===== src/rtl/fwd_hazard_ctrl.sv =====
// Operand-forwarding select and load-use hazard control feeding the EX-stage forwarding mux.
// Optional stall/forward statistics counters are enabled with `define FWD_STATS_EN.
module fwd_hazard_ctrl #(
  parameter int REGADDR_W = 5,
  parameter int STAT_W    = 16
) (
  input  logic                 clk,
  input  logic                 rst,
  input  logic                 id_valid,
  input  logic [REGADDR_W-1:0] id_rs1,
  input  logic [REGADDR_W-1:0] id_rs2,
  input  logic                 id_use_rs2,
  input  logic [REGADDR_W-1:0] id_rd,
  input  logic                 id_regwrite,
  input  logic                 id_memread,
  input  logic                 id_asel,
  input  logic                 flush,
  output logic [1:0]           ex_muxsel_a,
  output logic [1:0]           ex_muxsel_b,
  output logic                 ex_asel,
  output logic                 ex_valid,
  output logic                 stall,
  output logic [STAT_W-1:0]    stall_cnt,
  output logic [STAT_W-1:0]    fwd_cnt
);

  typedef struct packed {
    logic                 valid;
    logic                 regwrite;
    logic                 memread;
    logic [REGADDR_W-1:0] rd;
    logic [1:0]           muxsel_a;
    logic [1:0]           muxsel_b;
    logic                 asel;
  } rec_t;

  localparam int NSTAGE = 3;  // 0 = EX, 1 = MEM, 2 = WB

  rec_t stage_reg [NSTAGE];
  rec_t ex_next;

  logic [1:0][REGADDR_W-1:0] src_rs;
  logic [1:0]                match;
  logic [1:0]                hit_ex;
  logic [1:0]                hit_mem;
  logic [1:0][1:0]           sel;
  logic                      stall_int;
  logic                      load_id;

  assign src_rs[0] = id_rs1;
  assign src_rs[1] = id_rs2;
  assign match[0]  = id_valid & ~id_asel & (id_rs1 != '0);
  assign match[1]  = id_valid & id_use_rs2 & (id_rs2 != '0);

  // Youngest producer wins: EX result is on the ALU path next cycle, MEM's on WB.
  genvar gi;
  generate
    for (gi = 0; gi < 2; gi++) begin : g_operand
      assign hit_ex[gi]  = stage_reg[0].valid & stage_reg[0].regwrite & (stage_reg[0].rd == src_rs[gi]);
      assign hit_mem[gi] = stage_reg[1].valid & stage_reg[1].regwrite & (stage_reg[1].rd == src_rs[gi]);
      assign sel[gi]     = !match[gi]  ? 2'b00 :
                           hit_ex[gi]  ? 2'b10 :
                           hit_mem[gi] ? 2'b01 : 2'b00;
    end
  endgenerate

  assign stall_int = ~flush & stage_reg[0].valid & stage_reg[0].memread & (stage_reg[0].rd != '0) &
                     ((match[0] & (stage_reg[0].rd == id_rs1)) |
                      (match[1] & (stage_reg[0].rd == id_rs2)));
  assign load_id   = ~flush & ~stall_int & id_valid;

  always_comb begin
    ex_next = '0;
    if (load_id) begin
      ex_next.valid    = 1'b1;
      ex_next.regwrite = id_regwrite;
      ex_next.memread  = id_memread;
      ex_next.rd       = id_rd;
      ex_next.muxsel_a = sel[0];
      ex_next.muxsel_b = sel[1];
      ex_next.asel     = id_asel;
    end
  end

  // EX/MEM/WB always advance; a stall only replaces the EX load with a bubble.
  always_ff @(posedge clk or posedge rst) begin
    if (rst) begin
      for (int i = 0; i < NSTAGE; i++) stage_reg[i] <= '0;
    end else begin
      stage_reg[0] <= ex_next;
      for (int i = 1; i < NSTAGE; i++) stage_reg[i] <= stage_reg[i-1];
    end
  end

  assign ex_muxsel_a = stage_reg[0].muxsel_a;
  assign ex_muxsel_b = stage_reg[0].muxsel_b;
  assign ex_asel     = stage_reg[0].asel;
  assign ex_valid    = stage_reg[0].valid;
  assign stall       = stall_int;

`ifdef FWD_STATS_EN
  logic [STAT_W-1:0] stall_cnt_reg;
  logic [STAT_W-1:0] fwd_cnt_reg;
  logic [1:0]        fwd_inc;
  logic [STAT_W:0]   fwd_sum;

  assign fwd_inc = {1'b0, (ex_next.muxsel_a != 2'b00)} + {1'b0, (ex_next.muxsel_b != 2'b00)};
  assign fwd_sum = {1'b0, fwd_cnt_reg} + {{(STAT_W-1){1'b0}}, fwd_inc};

  always_ff @(posedge clk or posedge rst) begin
    if (rst) begin
      stall_cnt_reg <= '0;
      fwd_cnt_reg   <= '0;
    end else begin
      if (stall_int && (stall_cnt_reg != '1)) stall_cnt_reg <= stall_cnt_reg + 1'b1;
      fwd_cnt_reg <= fwd_sum[STAT_W] ? '1 : fwd_sum[STAT_W-1:0];
    end
  end

  assign stall_cnt = stall_cnt_reg;
  assign fwd_cnt   = fwd_cnt_reg;
`else
  assign stall_cnt = '0;
  assign fwd_cnt   = '0;
`endif

endmodule


===== config.mk =====
export PLATFORM = sky130hd
export DESIGN_NAME = fwd_hazard_ctrl
export DESIGN_NICKNAME = d
export VERILOG_FILES = /design/src/rtl/fwd_hazard_ctrl.sv
export SDC_FILE = /design/constraint.sdc
export NUM_CORES = 1
export LEC_CHECK = 0
export ABC_AREA = 0
export CORE_MARGIN = 4
export CORE_UTILIZATION = 40
export CTS_CLUSTER_DIAMETER = 200
export CTS_CLUSTER_SIZE = 30
export DETAILED_ROUTE_END_ITERATION = 7
export PLACE_DENSITY = 0.84
export SYNTH_ARGS = -nofsm -noshare
export SYNTH_HDL_FRONTEND = slang
export SYNTH_SLANG_ARGS = --single-unit

===== constraint.sdc =====
create_clock -name clk -period 2.25 [get_ports clk]
set_input_delay 0.3375 -clock clk [delete_from_list [all_inputs] [get_ports clk]]
set_output_delay 0.3375 -clock clk [all_outputs]
set_load 0.01 [all_outputs]

==> results.tsv, run 1 <==
stage	metric	value	unit
clock_network	holdBufCountCts	0	
pwr	power.leakage	0.810	nW
sta	fin_crit	2210	ps
placement	port_buffers	29	
routing	viasPerCell	4.44	
floorplanning	core_region_area	0.00285	mm2
logic_synthesis	synthDistinctLibCells	27	
sta	worst_pin_slew	765	ps
critical_path	crit_path_start_kind	primary input	
pwr	peakVddDrop	0.248	mV
floorplanning	design.die.area	0.00404	mm2
logic_synthesis	ys_ff_latch	20	
pwr	p_int	0.553	mW
placement	place_area	0.00156	mm2
routing	drc_errors	0	
routing	vias	942	
routing	drt-total-wl	2780	um
critical_path	r2r_cells	6	
floorplanning	row_count	19	
clock_network	clk_pin_slew_worst_paths	110	ps
routing	route.met3.wl	158	um
pwr	power_density	459	mW/mm2
pwr	p_sw_frac	0.270	
grt	antenna_found_initial	0	
run_status	run_status	finished, final reports clean	
clock_network	cts_inserted_buffers	3	
pwr	share_comb_of_total_power	0.217	
sta	skew	11.5	ps
min_path	hold_depth	0	
clock_network	insertion_delay	310	ps
routing	antenna_left	0	
routing	first_pass_iters	3	
logic_synthesis	ys_seq_area_frac	0.405	
clock_network	ctsLongestPathBuffers	2	
layout	nets	205	
floorplanning	pin_count	62	
routing	dr_wl_met2	1480	um
critical_path	critPathCaptureType	output pin	
critical_path	crit_required	1910	ps
logic_synthesis	synth_ff_type	dfrtp_1	
clock_network	cts_tree	built	
grt	grt_use_total	0.133	
routing	highest_layer	met4	
floorplanning	fp.dieH	63.6	um
layout	drive_above_1_share	0.215	
layout	diodes	0	
sta	setup_tns	0	ps
logic_synthesis	synth.avg_cell_area	9.58	um2
routing	avgRoutedWirePerCell	13.1	um
logic_synthesis	postSynthCellCount	129	
floorplanning	start_util	0.433	
grt	grt_pass1_wl	4180	um
logic_synthesis	yosysWarnings	0	
logic_synthesis	synth_edf_count	0	
placement	globalplace.congestion	0.911	
pwr	pwr-share-clk	0.282	
placement	dp_hpwl	2250	um
layout	syn_to_final_growth	33.5	%
logic_synthesis	synth_top_area_share	0.405	
critical_path	critPathArrivalTime	1870	ps
clock_network	cts_max_level	1	
floorplanning	die_x	63.6	um
routing	dr.first_iter.drc_count	7	
pwr	seq_power_share	0.501	
grt	overflow	0	
sta	slew-limit-headroom	0.489	
logic_synthesis	yosysMostFrequentCell	buf_4	
clock_network	clockRootBuffer	clkbuf_4	
sta	setup_viol	0	
job	drv_cap	0	
sta	drv_slew	0	
layout	design_area	0.00165	mm2
critical_path	critPathKind	in -> out	
grt	grt_pass1_vias	946	
clock_network	clock_sinks	20	
min_path	min_path_type	reg -> reg	
logic_synthesis	synth_common_cells	36 x buf_4, 20 x dfrtp_1, 15 x nor2_1, 13 x xnor2_1, 11 x nand2_1	
layout	fill_cells	254	
critical_path	worstPathMaxFanout	3	
pwr	p_sw	0.204	mW
logic_synthesis	synth_top_cell_by_area	dfrtp_1	
routing	met1_length	1060	um
layout	largest_reg_flops	14	
logic_synthesis	synth.cell_area	0.00124	mm2
logic_synthesis	synth_area_leaders	dfrtp_1 40%, buf_4 22%, xnor2_1 9.2%	
logic_synthesis	synthArstFlopShare	1.00	
sta	max_freq	453	MHz
sta	finalCritPeriodShare	0.982	
grt	grt_max_degree	21	
sta	hold_viol	0	
[power groups by stage]
stage | Clock [mW] | Combinational (mW) | Sequential [mW]
6_report | 0.213 | 0.165 | 0.380
5_1_grt | 0.235 | 0.179 | 0.381
4_1_cts | 0.216 | 0.161 | 0.380
3_5_place_dp | 0 | 0.159 | 0.387
3_3_place_gp | 0 | 0.153 | 0.386
2_1_floorplan | 0 | 0.113 | 0.387
[kinds of logic after synthesis]
logic type      after synthesis  share of synthesized area
simple gates                 42                      0.168
buf+inv                      39                      0.234
xor+xnor                     20                      0.142
flops                        20                      0.405
compound gates                7                     0.0486
other cells                   1                    0.00303
[cell usage in the layout, fill, tap and decap left out, types with 2 or more instances in the layout]
| master | count |
|---|---|
| clkdlybuf4s50_1 | 24 |
| conb_1 | 32 |
| or4_1 | 2 |
| clkbuf_4 | 3 |
| nor2b_1 | 2 |
| nor2_1 | 15 |
| buf_4 | 26 |
| dlygate4sd2_1 | 2 |
| o21ai_2 | 2 |
| xor2_1 | 7 |
| nand4_1 | 4 |
| dlymetal6s2s_1 | 2 |
| dfrtp_1 | 20 |
| xnor2_1 | 13 |
| nand2_1 | 11 |
[per-layer routing]
layer  vias up  GRT usage
met1       436      0.156
met2        40      0.223
li1        458          -
met4         0     0.0728
met5         -          0
met3         8     0.0284
[critical path, stage by stage]
cell and delay [ps]:
clkdlybuf4s50_1 530, xnor2_1 140, nand4_1 160, or3_4 420, a21oi_4 160, buf_6 120
[worst paths after layout]
check / start / to / slack (ps)
worst max-delay path: id_rs1[2] / stall / 40
worst max register to register: stage_reg[32] / ex_muxsel_b[0] / 280
max in group asynchronous: rst / ex_asel / 1310
worst min register to register: stage_reg[37] / stage_reg[24] / 430
min in group asynchronous: rst / stage_reg[34] / 450
worst min-delay path: stage_reg[37] / stage_reg[24] / 430
[layout make-up]
class                   count  area (um2)  area share
flip-flops and latches     20         500       0.303
well taps                  31        38.8      0.0235
multi-input cells         101         582       0.353
inverters                   1        3.75     0.00227
repair buffers             55         489       0.296
clock buffers               4        36.3      0.0220
[stage by stage]
step                      setup slack (ps)  utilization  hold WS [ps]  power (mW)  std cells
after floorplan                        504            -           301       0.500        160
after global placement                -372        0.547           394       0.539        204
after detailed placement              -457        0.547           408       0.545        204
after CTS                             11.6        0.565           433       0.756        210
after global routing                 -23.2        0.579           442       0.795        212
final                                 40.6        0.579           434       0.757        212
[repair_timing]
| item | CTS | global route |
|---|---|---|
| resized for setup | 8 | 5 |
| buffers inserted | 2 | 2 |
| pin swaps | 3 | 3 |
| setup endpoints to repair | 1 | 1 |
(Power assumes the default switching activity.)
==> run 2: changes to the inputs <==
Settings changed: CORE_ASPECT_RATIO from default to 1.2, CTS_CLUSTER_DIAMETER 200 to default.
==> results.tsv, run 2 (synthesis results as in run 1) <==
stage	metric	value	unit
run_status	run_status	finished, final reports clean	
placement	globalplace.congestion	0.880	
critical_path	rr_startpoint	stage_reg[31]	
clock_network	cts_tree	built	
critical_path	crit_required	1910	ps
sta	fin_crit	2180	ps
sta	fin_hold_ws	435	ps
job	drv_cap	0	
floorplanning	design.die.area	0.00405	mm2
critical_path	critPathKind	in -> out	
grt	grt_pass1_vias	908	
grt	grt_max_degree	21	
sta	skew	5.33	ps
routing	viasPerCell	4.28	
critical_path	critPathArrivalTime	1850	ps
min_path	min_path_type	reg -> reg	
sta	worst_pin_slew	729	ps
critical_path	r2r-end	ex_muxsel_b[1]	
critical_path	cp_top_family	simple AND/OR/NAND/NOR gates	
layout	largest_reg_flops	14	
critical_path	critPathLaunch	id_rs1[2]	
sta	setup_viol	0	
floorplanning	fp.dieH	68.9	um
layout	multi_input_area	581	um2
critical_path	crit_path_start_kind	primary input	
critical_path	r2r_cells	13	
clock_network	clk_pin_slew_worst_paths	100	ps
layout	diodes	0	
sta	slew-limit-headroom	0.513	
critical_path	critPathCapture	stall	
grt	grt_use_total	0.131	
routing	antenna_left	0	
sta	setup_tns	0	ps
critical_path	worstPathMaxFanout	3	
placement	dp_hpwl	2040	um
sta	drv_slew	0	
routing	drc_errors	0	
pwr	power.leakage	0.820	nW
layout	drive_above_1_share	0.225	
sta	max_freq	458	MHz
routing	drt-total-wl	2580	um
floorplanning	die_x	58.8	um
clock_network	holdBufCountCts	0	
clock_network	cts_max_level	1	
clock_network	insertion_delay	300	ps
layout	seq_area	500	um2
critical_path	cp_cell_sequence	clkdlybuf4s50_1 -> or4_4 -> o21ai_2 -> or3_4 -> a21oi_2 -> buf_2	
critical_path	cp_num_cells	6	
pwr	peakVddDrop	0.383	mV
layout	utilization	0.573	
pwr	power_density	426	mW/mm2
routing	avgRoutedWirePerCell	11.9	um
layout	nets	207	
placement	port_buffers	29	
floorplanning	row_count	21	
clock_network	clock_sinks	20	
critical_path	critPathCaptureType	output pin	
critical_path	slowest_stage	or4_4	
sta	finalCritPeriodShare	0.970	
layout	mostFrequentLayoutCells	32 x conb_1, 25 x buf_4, 21 x clkdlybuf4s50_1	
critical_path	path_buf_inv	2	
layout	fill_cells	247	
routing	first_pass_iters	4	
grt	grt_pass1_wl	3820	um
clock_network	clockRootBuffer	clkbuf_4	
routing	dr.first_iter.drc_count	6	
clock_network	cts_inserted_buffers	3	
floorplanning	pin_count	62	
sta	hold_viol	0	
floorplanning	core_region_area	0.00289	mm2
grt	antenna_found_initial	0	
critical_path	slowest_delay	540	ps
critical_path	r2r_slack	90	ps
clock_network	ctsLongestPathBuffers	2	
floorplanning	start_util	0.428	
layout	syn_to_final_growth	33.9	%
grt	overflow	0	
layout	layout_commonest_cell	conb_1	
routing	vias	924	
-- run 2: cell types whose count changed in the layout (fill, tap and decap cells not counted), sizes merged --
| cell | before | now |
|---|---|---|
| clkdlybuf4s50 | 24 | 21 |
| clkbuf | 4 | 3 |
| dlygate4sd2 | 2 | 5 |
| buf | 27 | 29 |
-- run 2: power breakdown --
| group | switching (mW) | internal, mW | total, mW | leakage (nW) |
|---|---|---|---|---|
| clock | 0.102 | 0.0625 | 0.165 | 0.0138 |
| sequential | 0.0103 | 0.371 | 0.381 | 0.270 |
| combinational | 0.0778 | 0.0814 | 0.159 | 0.536 |
| total | 0.191 | 0.514 | 0.705 | 0.820 |
-- run 2: cell type report --
| class | instances | area share |
|---|---|---|
| Tap cell | 34 | 0.0257 |
| Sequential cell | 20 | 0.302 |
| Timing Repair Buffer | 57 | 0.305 |
| Clock buffer | 3 | 0.0136 |
| Inverter | 1 | 0.00227 |
| Multi-Input combinational cell | 101 | 0.351 |
-- run 2: timing repair --
action | in CTS | in global routing
setup buffers | 9 | 3
pin swaps | 6 | 3
setup endpoints to repair | 1 | 1
gates resized for setup | 14 | 4
-- run 2: worst min-delay path by stage --
stage	end	from	depth (start not counted)	slack (ps)
4_1_cts	stage_reg[24]	stage_reg[37]	0	430
2_1_floorplan	ex_asel	rst	1	300
5_1_grt	stage_reg[24]	stage_reg[37]	0	450
6_report	stage_reg[24]	stage_reg[37]	0	440
3_5_place_dp	stage_reg[24]	stage_reg[37]	0	400
3_3_place_gp	stage_reg[24]	stage_reg[37]	0	400
-- run 2: routing by layer --
metal  wire, um  up-vias  track usage
met4         82        0       0.0878
met3        274       10       0.0372
met2       1300       53        0.231
li1           -      456            -
met5          0        -            0
met1        919      405        0.134
-- run 2: metrics by stage --
| stage | cells | setup WS [ps] | area (um2) | total power [mW] |
|---|---|---|---|---|
| 2_1_floorplan | 160 | 504 | 1350 | 0.500 |
| 3_3_place_gp | 202 | -317 | 1530 | 0.535 |
| 3_5_place_dp | 202 | -366 | 1530 | 0.539 |
| 4_1_cts | 214 | 4.81 | 1620 | 0.705 |
| 5_1_grt | 216 | -9.23 | 1660 | 0.745 |
| 6_report | 216 | 67.2 | 1660 | 0.705 |
==> run 3: changes to the inputs <==
Settings changed: SKIP_CTS_REPAIR_TIMING from default to 1.
Clock period 2.25 ns to 2.7 ns, I/O delays scaled along.
==> results.tsv, run 3 (synthesis results as in run 1) <==
stage	metric	value	unit
floorplanning	row_count	21	
clock_network	clockRootBuffer	clkbuf_4	
routing	drt-total-wl	2440	um
clock_network	clk_pin_slew_worst_paths	100	ps
layout	syn_to_final_growth	25.8	%
sta	hold_viol	0	
sta	drv_slew	0	
sta	setup_viol	0	
layout	fill_cells	258	
floorplanning	start_util	0.428	
placement	globalplace.congestion	0.913	
clock_network	cts_inserted_buffers	3	
sta	rsz0062_at_grt	false	
routing	drc_errors	0	
placement	port_buffers	29	
sta	fin_crit	2420	ps
clock_network	cts_tree	built	
critical_path	rr_startpoint	stage_reg[32]	
sta	worst_pin_slew	743	ps
critical_path	r2r_slack	770	ps
routing	viasPerCell	4.34	
grt	antenna_found_initial	0	
min_path	min_path_type	reg -> reg	
sta	slew-limit-headroom	0.504	
run_status	run_status	finished, final reports clean	
grt	grt_use_total	0.115	
clock_network	insertion_delay	290	ps
routing	avgRoutedWirePerCell	11.9	um
placement	place_inst	199	
grt	grt_pass1_wl	3420	um
grt	overflow	0	
floorplanning	die_x	58.8	um
pwr	power_density	393	mW/mm2
layout	nets	194	
layout	layout_commonest_cell	conb_1	
floorplanning	pin_count	62	
routing	highest_layer	met4	
routing	vias	886	
critical_path	crit_path_start_kind	primary input	
layout	final_cells	204	
sta	skew	5.06	ps
clock_network	cts_max_level	1	
critical_path	crit_required	2300	ps
routing	first_pass_iters	6	
layout	largest_reg_flops	14	
floorplanning	core_region_area	0.00289	mm2
routing	met1_length	906	um
routing	antenna_left	0	
routing	dr.first_iter.drc_count	8	
floorplanning	fp.dieH	68.9	um
layout	mostFrequentLayoutCells	32 x conb_1, 28 x clkdlybuf4s50_1, 20 x dfrtp_1	
placement	dp_hpwl	1970	um
critical_path	r2r-end	ex_muxsel_b[0]	
critical_path	critPathCaptureType	output pin	
clock_network	ctsLongestPathBuffers	2	
sta	max_freq	413	MHz
floorplanning	design.die.area	0.00405	mm2
grt	grt_max_degree	21	
routing	route.met3.wl	276	um
grt	grt_pass1_vias	783	
sta	finalCritPeriodShare	0.897	
pwr	peakVddDrop	0.235	mV
critical_path	critPathCapture	stall	
routing	dr_wl_met2	1240	um
sta	setup_tns	0	ps
clock_network	clock_sinks	20	
job	drv_cap	0	
layout	diodes	0	
min_path	hold_depth	0	
critical_path	r2r_cells	4	
critical_path	critPathLaunch	id_rs2[1]	
pwr	power.leakage	0.749	nW
critical_path	worstPathMaxFanout	2	
critical_path	critPathKind	in -> out	
layout	drive_above_1_share	0.147	
critical_path	critPathArrivalTime	2020	ps
-- run 3: cell types whose count changed in the layout (fill, tap and decap cells not counted), sizes merged --
cell and change:
buf -14, clkdlybuf4s50 +7, dlygate4sd2 -5, clkbuf +1, dlymetal6s2s -1
-- run 3: layout make-up --
class / instances / area [um2] / share of cell area
Clock buffer: 4 / 36.3 / 0.0233
Inverter: 1 / 3.75 / 0.00241
Multi-Input combinational cell: 101 / 567 / 0.364
Sequential cell: 20 / 500 / 0.322
Tap cell: 34 / 42.5 / 0.0274
Timing Repair Buffer: 44 / 405 / 0.261
-- run 3: worst max-delay path, stage by stage --
cell             delay (ps)
clkdlybuf4s50_1         440
or4_1                   550
o211ai_2                160
nand4b_1                180
a21oi_2                  90
dlymetal6s2s_1          180
-- run 3: routing by layer --
metal  global-route usage  vias up
met4               0.0482        0
met2                0.209       52
met5                    0        -
li1                     -      435
met1                0.125      395
met3               0.0317        4
-- run 3: power breakdown --
group / total (mW) / switching [mW] / internal [mW]
clock network: 0.169 / 0.0871 / 0.0822
logic: 0.124 / 0.0617 / 0.0627
registers: 0.318 / 0.00890 / 0.309
-- run 3: how the worst min path moves through the flow --
stage / startpoint / slack [ps] / to
6_report: stage_reg[37] / 430 / stage_reg[24]
3_5_place_dp: stage_reg[37] / 410 / stage_reg[24]
4_1_cts: stage_reg[37] / 430 / stage_reg[24]
2_1_floorplan: rst / 370 / ex_asel
5_1_grt: stage_reg[37] / 440 / stage_reg[24]
3_3_place_gp: stage_reg[37] / 400 / stage_reg[24]
-- run 3: through the flow --
step                      total power [mW]  setup slack (ps)  instance area [um2]  utilization  hold slack, ps
after floorplan                      0.416               819                 1350            -             369
final                                0.611               277                 1560        0.538             431
after global placement               0.444             -1.68                 1510        0.521             403
after CTS                            0.618             -33.6                 1540        0.533             431
after detailed placement             0.447             -31.0                 1510        0.521             407
after global routing                 0.650               234                 1560        0.538             445
